`src/rtl/sub_m.sv`:
```
// rtl/sub_m.sv - registered lane-wise signed subtractor with vector overflow flag
module sub_m #(
    parameter int LANE_W = 8,
    parameter int LANES  = 5
) (
    input  logic                      clk,
    input  logic                      rst,
    input  logic [LANES*LANE_W-1:0]   m1,
    input  logic [LANES*LANE_W-1:0]   m2,
    output logic [LANES*LANE_W-1:0]   m_out,
    output logic                      ovf
);

    // Per-lane wrapped differences, packed the same way as the operands.
    logic [LANES*LANE_W-1:0] diff;
    // One overflow indication per lane.
    logic [LANES-1:0]        lane_ovf;

    // Each lane is an independent LANE_W-bit subtractor; slicing the operands
    // per lane guarantees no borrow crosses a lane boundary.
    for (genvar k = 0; k < LANES; k++) begin : g_lane
        logic [LANE_W-1:0] a;
        logic [LANE_W-1:0] b;
        logic [LANE_W-1:0] d;

        assign a = m1[k*LANE_W +: LANE_W];
        assign b = m2[k*LANE_W +: LANE_W];
        // Keeping only LANE_W bits gives modulo-2^LANE_W wrap, no saturation.
        assign d = a - b;
        assign diff[k*LANE_W +: LANE_W] = d;
        // Subtraction overflows only when the operand signs differ and the
        // result sign no longer matches the minuend sign.
        assign lane_ovf[k] = (a[LANE_W-1] ^ b[LANE_W-1]) & (d[LANE_W-1] ^ a[LANE_W-1]);
    end

    // Output register: one cycle latency, cleared asynchronously by rst.
    always_ff @(posedge clk or posedge rst) begin
        if (rst) begin
            m_out <= '0;
            ovf   <= 1'b0;
        end else begin
            m_out <= diff;
            ovf   <= |lane_ovf;
        end
    end

endmodule

```
`config.mk`:
```
export PLATFORM = sky130hd
export DESIGN_NAME = sub_m
export DESIGN_NICKNAME = d
export VERILOG_FILES = /design/src/rtl/sub_m.sv
export SDC_FILE = /design/constraint.sdc
export NUM_CORES = 1
export LEC_CHECK = 0
export BUFFER_PORTS_ARGS = -buffer_cell sky130_fd_sc_hd__buf_2
export CORE_MARGIN = 1.5
export CORE_UTILIZATION = 51
export DETAILED_ROUTE_END_ITERATION = 10
export MAX_ROUTING_LAYER = met4
export PLACE_DENSITY = 0.86
export SLEW_MARGIN = 5
export SYNTH_ARGS = -nofsm -noshare
export SYNTH_HDL_FRONTEND = slang
export SYNTH_SLANG_ARGS = --single-unit
```
`constraint.sdc`:
```
create_clock -name clk -period 2.2 [get_ports clk]
set_input_delay 0.66 -clock clk [delete_from_list [all_inputs] [get_ports clk]]
set_output_delay 0.66 -clock clk [all_outputs]
set_load 0.03 [all_outputs]
```
==> reports/summary.md, run 1 <==
The flow ran to the end, and the final reports show no timing, DRC or antenna violations. Detailed routing placed a total of 364 um of wire on met3. Headroom to the max-slew limit came out at 69.7%.

Data arrives at the worst endpoint at 2290 ps. Setup repair after global routing left no endpoint under its margin. Among the stages of the critical path, the cell type that occurs most often is o31a_1. The max-slew violation count was 0. After detailed routing, the wire length on met1 is 2.38 mm. The sequential area share after synthesis came out at 37.8%. The critical path's slowest cell is o31a_1. In this run the count of I/O pins placed on the die edge is 123. For this design, the CTS-stage hold fixing added 0 buffers.

The initial core utilization was 53.1%. For the H-tree depth reported by CTS, the log shows 2. Summed over all layers, the routed wires come to 6.13 mm.

The cell sitting at the root of the clock tree is a clkbuf_8. Clock tree synthesis found a total of 41 sinks. Synthesis instantiated 36 different standard cells from the library.

The horizontal extent of the die was 75.9 um; the number of routed nets with antenna violations was 0. The number of violations reported at the end of detailed-routing iteration 0 was 35. The final critical-path required period was 2070 ps; the final-report setup violation count was 0. The number of max-cap violations came out at 0. The endpoint type of the worst setup path is a flop. The area of the die is 5770 sq um. By startpoint and endpoint, the worst setup path is classified as in -> reg. The power density relative to cell area is 677 nW/um^2, and the total routing resource utilization after global routing is 23.2%. The antenna cell count was 0; the wire length per cell after detailed routing was 12.2 um. The run gives 22 as the maximum number of pins on one net before global-route repair. For the number of antenna violations at the first check in global routing, the log shows 0.

The run gives 0 as the total count of hold-check failures in the final report. The logs give 2.53 mW for the total power of the final layout and 2 for the buffer levels on the longest clock path. Top metal layer carrying routed signals: met4.

In the routed layout, each cell is associated on average with a via count of 4.72. In the routed design, unresolved DRC markers number 0. At the end of routability-driven placement, the weighted congestion stood at 0.808.

Dividing the final minimum period by the clock period gives 94.1%. TritonCTS built the clock tree. The overall via count from detail_route is 2,375. Across the VDD grid, the largest voltage drop is 347 uV. The number of warning messages in the yosys log came out at 0. For the pin with the worst max-slew slack, the measured transition is 454 ps. The final design utilization is 73.3%, and the first-pass detailed-route iteration total is 4. Measured along the y axis, the die boundary spans 75.9 um. The total area inside the core boundary comes to 5110 sq um.

The number of rows in the core area came out at 26. The required time reported for the critical path endpoint is 2420 ps. The synthesized area was 2710 sq um.

Area overhead of the layout relative to synthesis: 37.9%. The signal on the critical path passes through buf_2 > inv_1 > ha_1 > nor2b_4 > o31a_1 > o31a_1 > nor4b_2 > nor4_2 > nand4_1. For the number of global-route vias before repair, the log shows 2,522. The number of port buffers was 122; the top achievable clock speed was 483 MHz. The min-delay analysis places its worst path in the category in -> async. The wire-length estimate of the detail-placed layout is 5.35 mm. Startpoint type of the worst setup path: a primary input. The first global-routing pass estimated 10.5 mm of wire.

The number of nets at the end of the flow was 555; the top fanout value on the critical path was 4. Clock-pin slew was measured on the worst setup and hold paths at 70 ps. Maximum cell stage delay along the critical path: 340 ps. Summed over all layers, the global routing overflow is 0. The number of clock buffers added by TritonCTS is 5.

For this design the static power due to leakage is 2.08 nW. The fraction of layout instances using a drive strength above 1 is 37.9%, and the post-synthesis average cell area is 9.80 sq um. Synthesis produced a netlist whose cell count is 277.

The number of nets handed over by synthesis was 399. The flip-flop and latch count after synthesis was 41; the sum of met2 wire segment lengths after detailed routing was 3.33 mm.
==> registers in the layout, indices dropped and copies added, names as in the netlist <==
signal	flops
m_out	40
ovf	1
==> logic make-up (layout without fill, tap and decap cells) <==
| kind of cell | after synthesis | count (layout) | share of synthesized area [%] |
|---|---|---|---|
| buf+inv | 58 | 214 | 8.02 |
| fa+ha+maj | 40 | 40 | 19.8 |
| xor+xnor | 26 | 26 | 8.39 |
| compound gates | 49 | 49 | 11.6 |
| mux | 4 | 4 | 1.52 |
| simple gates | 59 | 59 | 12.8 |
| flops | 41 | 41 | 37.8 |
==> critical path, delay by kind of cell <==
family | cells | cell delay (ps)
AOI/OAI and AO/OA | 2 | 600
and+or+nand+nor | 4 | 600
buffers and inverters | 2 | 140
adders and majority gates | 1 | 280
==> what timing repair did <==
item                                    CTS  global route
gates resized for setup                   0             2
buffers inserted                          0             1
endpoints found under the setup margin    0             1
==> synthesized netlist by cell type, drive strengths merged <==
cell,number,area (sq um)
a2111o,1,11.3
a21boi,5,37.5
a21o,3,22.5
a21oi,9,45.0
a31oi,1,6.26
a41oi,1,8.76
dfrtp,41,1030
fa,5,100
ha,35,438
inv,58,218
mux2,1,11.3
mux2i,3,30.0
nand2,3,11.3
nand2b,4,25.0
nand3b,1,7.51
nand4,1,6.26
nor2,19,71.3
nor2b,18,120
nor3,2,10.0
nor3b,3,22.5
nor4,1,6.26
nor4b,3,41.3
o21a,9,67.6
o21ai,15,75.1
o22a,1,8.76
o22ai,1,6.26
o31a,2,17.5
o32ai,1,8.76
or2,2,12.5
or3,1,6.26
or4,1,7.51
xnor2,21,184
xor2,5,43.8
==> metal layers <==
metal	track usage (%)	vias up
li1	-	1212
met1	23.1	1082
met2	44.7	77
met3	6.39	4
met4	5.19	0
met5	-	-
==> worst max-delay path by stage <==
stage	startpoint	slack, ps	endpoint
floorplan	m2[1]	8	ovf$_DFF_PP0_
global placement	m1[1]	-160	ovf$_DFF_PP0_
detailed placement	m2[1]	-240	ovf$_DFF_PP0_
CTS	m2[1]	60	ovf$_DFF_PP0_
global route	m2[1]	30	ovf$_DFF_PP0_
finish	m2[1]	130	ovf$_DFF_PP0_
==> through the flow <==
stage / instances / hold slack, ps / cell area [sq um] / setup slack, ps / setup TNS [ps]
after global placement: 495 / 703 / 3620 / -163 / -163
after CTS: 502 / 393 / 3720 / 57.7 / 0
after detailed placement: 495 / 697 / 3620 / -241 / -480
after global routing: 503 / 402 / 3740 / 27.2 / 0
final: 503 / 387 / 3740 / 129 / 0
after floorplan: 277 / 825 / 2710 / 8.43 / 0
==> layout by cell type (no fill, tap or decap), types with 3 or more instances in the layout <==
cell type and count:
buf_2 122, xor2_1 5, o21a_1 9, a21o_1 3, nor3b_1 3, clkbuf_8 5
xnor2_1 21, o21ai_0 4, dfrtp_1 41, nand2b_1 4, inv_1 57, nand2_1 3
a21oi_1 9, a21boi_1 5, fa_1 5, nor2b_1 17, nor2_1 19, ha_1 35
mux2i_1 3, buf_4 26, o21ai_1 11
==> report_power, final <==
| group | internal [mW] | switching, mW |
|---|---|---|
| Clock | 0.330 | 0.240 |
| Sequential | 0.888 | 0.0320 |
| Combinational | 0.412 | 0.631 |
==> cell type report <==
cell class / count / area (sq um)
multi-input cells: 178 / 1480
flip-flops and latches: 41 / 1030
clock inverters: 2 / 35.0
clock buffers: 5 / 68.8
fillers: 385 / 1360
repair buffers: 149 / 826
well taps: 70 / 87.6
inverters: 58 / 218
Note: power is estimated with default switching activity, not from simulation.
==> inputs of run 2 (changes only) <==
Settings changed: CORE_ASPECT_RATIO from default to 1.75.
==> reports/summary.md, run 2 (synthesis gave the netlist of run 1 again) <==
The number of routed nets with antenna violations is 0. The core region is 5210 sq um. TritonCTS built the clock tree. Relative to the synthesized area, the layout overhead comes to 36.4%. Clock-pin slew was measured on the worst setup and hold paths at 80 ps. Number of max-cap violations: 0.

Entering global routing, the biggest net connects 22 pins. The most critical setup path has its startpoint at m1[1]. The horizontal extent of the die was 58.1 um; the number of sinks on the clock net was 41. The family with the most delay on the worst path was simple AND/OR/NAND/NOR gates. The area of the die was 5780 sq um; the number of antenna violations at the first check in global routing was 0. Counting the buffers created by CTS gives 5. For the total count of hold-check failures in the final report, the log shows 0. The worst path in the final design needs a cycle of 2040 ps, including I/O delays and setup. The run finished, with violations left.

Along the worst path, the maximum fanout reaches 3. For this run, design rule violations remaining after detail routing come to 8. The logs give 43 for the number of violations reported at the end of detailed-routing iteration 0 and 491 MHz for the top achievable clock speed. The number of antenna diodes in the final layout is 0. Dividing the detail-routed wire length by the instance count gives 12.4 um. The number of buffers inserted for hold repair after clock tree synthesis is 0. Power spread over the standard cell area amounts to 673 nW/um^2. Number of global-route vias before repair: 2,490. The run gives 2210 ps as the critical path data arrival time.

The worst setup path is launched from a primary input. The share of the cycle needed by the critical path after routing is 92.6%, and the maximum resistive drop on vdd is 388 uV. During I/O placement, the number of pins put on the boundary was 123. The longest clock path from root to sink contains 2 buffers.

From bottom edge to top edge, the die measures 99.5 um. The first-pass detailed-route iteration total was 9; the maximum cell stage delay along the critical path was 280 ps. H-tree depth reported by CTS: 2.

The routed layout has 2,427 vias. The run gives 0 ps as the accumulated negative setup slack. The tools report the initial core utilization as 52.1%. Leaving out fill and tap cells, the most frequent cell in the layout is buf_2. For the worst-case headroom to the max-slew limit, the log shows 66.8%. The total overflow reported by the global router was 0; the detailed placement HPWL was 5.15 mm. The tools report the total detailed-routing wirelength as 6.05 mm. The slew at the pin closest to its max-slew limit came out at 497 ps. The number of gates on the worst path with buffers counted came out at 8.

Input and output buffers added on the ports amount to 122. Setup repair after global routing left no endpoint under its margin. The library cells used most frequently in the layout, excluding fill and tap cells, are buf_2, inv_1, dfrtp_1.

The post-CTS setup repair buffer count is 0. The signal on the critical path passes through buf_2 > ha_1 > nor2b_4 > o31a_1 > o31a_1 > nor4b_4 > nor4_2 > nand4_1. The critical path's slowest cell is ha_1.

The endpoint type of the worst setup path is a flop. Setup violations remaining at the end of the flow were counted as 0. The path class of the tightest hold or removal check is in -> async. Total routing resource utilization after global routing: 22.5%. Counting stages on the worst path, the most repeated cell is o31a_1. The largest registers in the layout are m_out: 40 flops, ovf: 1 flops.

The final reports fail on design-rule violations. The total power of the final layout is 2.49 mW. The number of flip-flops in the largest register works out to 40.

Data on the critical path is required at its endpoint by 2370 ps. The number of rows in the core area was 35; the sum of buffers and inverters on the critical path was 1. m_out holds more flip-flops than any other register. The max-slew violation count was 0. The logs give 553 for the number of nets at the end of the flow and 2.07 nW for the standby leakage power. The global-route wire length before repair is 9.75 mm.

Last weighted congestion value of the routability-driven placer: 0.830. The critical path is of the in -> reg type. In the routed layout, each cell is associated on average with a via count of 4.98.

CTS placed an instance of clkbuf_8 at the clock tree root. The tools report the destination of the critical timing path as ovf$_DFF_PP0_. The fraction of layout instances using a drive strength above 1 works out to 37.5%.
[run 2: cell count changes in the layout (fill, tap and decap cells not counted), sizes merged]
| cell | before | now |
|---|---|---|
| bufinv | 1 | 0 |
| clkbuf | 5 | 7 |
| buf | 149 | 147 |
[run 2: cell type report]
cell class              instances  area [sq um]
flip-flops and latches         41          1030
fillers                       418          1510
multi-input cells             178          1480
clock inverters                 1          5.00
well taps                      55          68.8
inverters                      58           218
repair buffers                147           811
clock buffers                   7          96.3
[run 2: metal layers]
layer  vias to the layer above  global-route usage, %  routed length, um
li1                       1208                      -                  -
met1                      1118                   20.0               2050
met2                        84                   43.4               3490
met3                        17                   3.90                302
met4                         0                   10.6                213
met5                         -                      -                  0
[run 2: worst min path at each step]
stage	start	endpoint	slack, ps
after floorplan	m2[0]	m_out[0]$_DFF_PP0_	820
after detailed placement	rst	m_out[26]$_DFF_PP0_	720
after global routing	rst	m_out[24]$_DFF_PP0_	420
final	rst	m_out[5]$_DFF_PP0_	390
after CTS	rst	ovf$_DFF_PP0_	400
after global placement	rst	m_out[25]$_DFF_PP0_	710
[run 2: stage by stage]
| stage | instance area (sq um) | util [%] | instances | worst slack (ps) | hold slack, ps |
|---|---|---|---|---|---|
| after floorplan | 2710 | - | 277 | 8.43 | 825 |
| after global placement | 3590 | 69.0 | 479 | -174 | 709 |
| after detailed placement | 3590 | 69.0 | 479 | -236 | 718 |
| after CTS | 3690 | 70.9 | 487 | 90.1 | 399 |
| after global routing | 3700 | 71.0 | 487 | 47.8 | 417 |
| final | 3700 | 71.0 | 487 | 163 | 387 |
[run 2: what timing repair did]
item	in CTS	in global routing
endpoints found under the hold margin	0	0
endpoints found under the setup margin	0	1
gates resized for setup	0	1
[run 2: report_power, final]
group / switching [mW] / internal [mW] / leakage [nW]
registers: 0.0317 / 0.888 / 0.474
logic: 0.620 / 0.408 / 1.54
clock network: 0.258 / 0.284 / 0.0542
total: 0.910 / 1.58 / 2.07
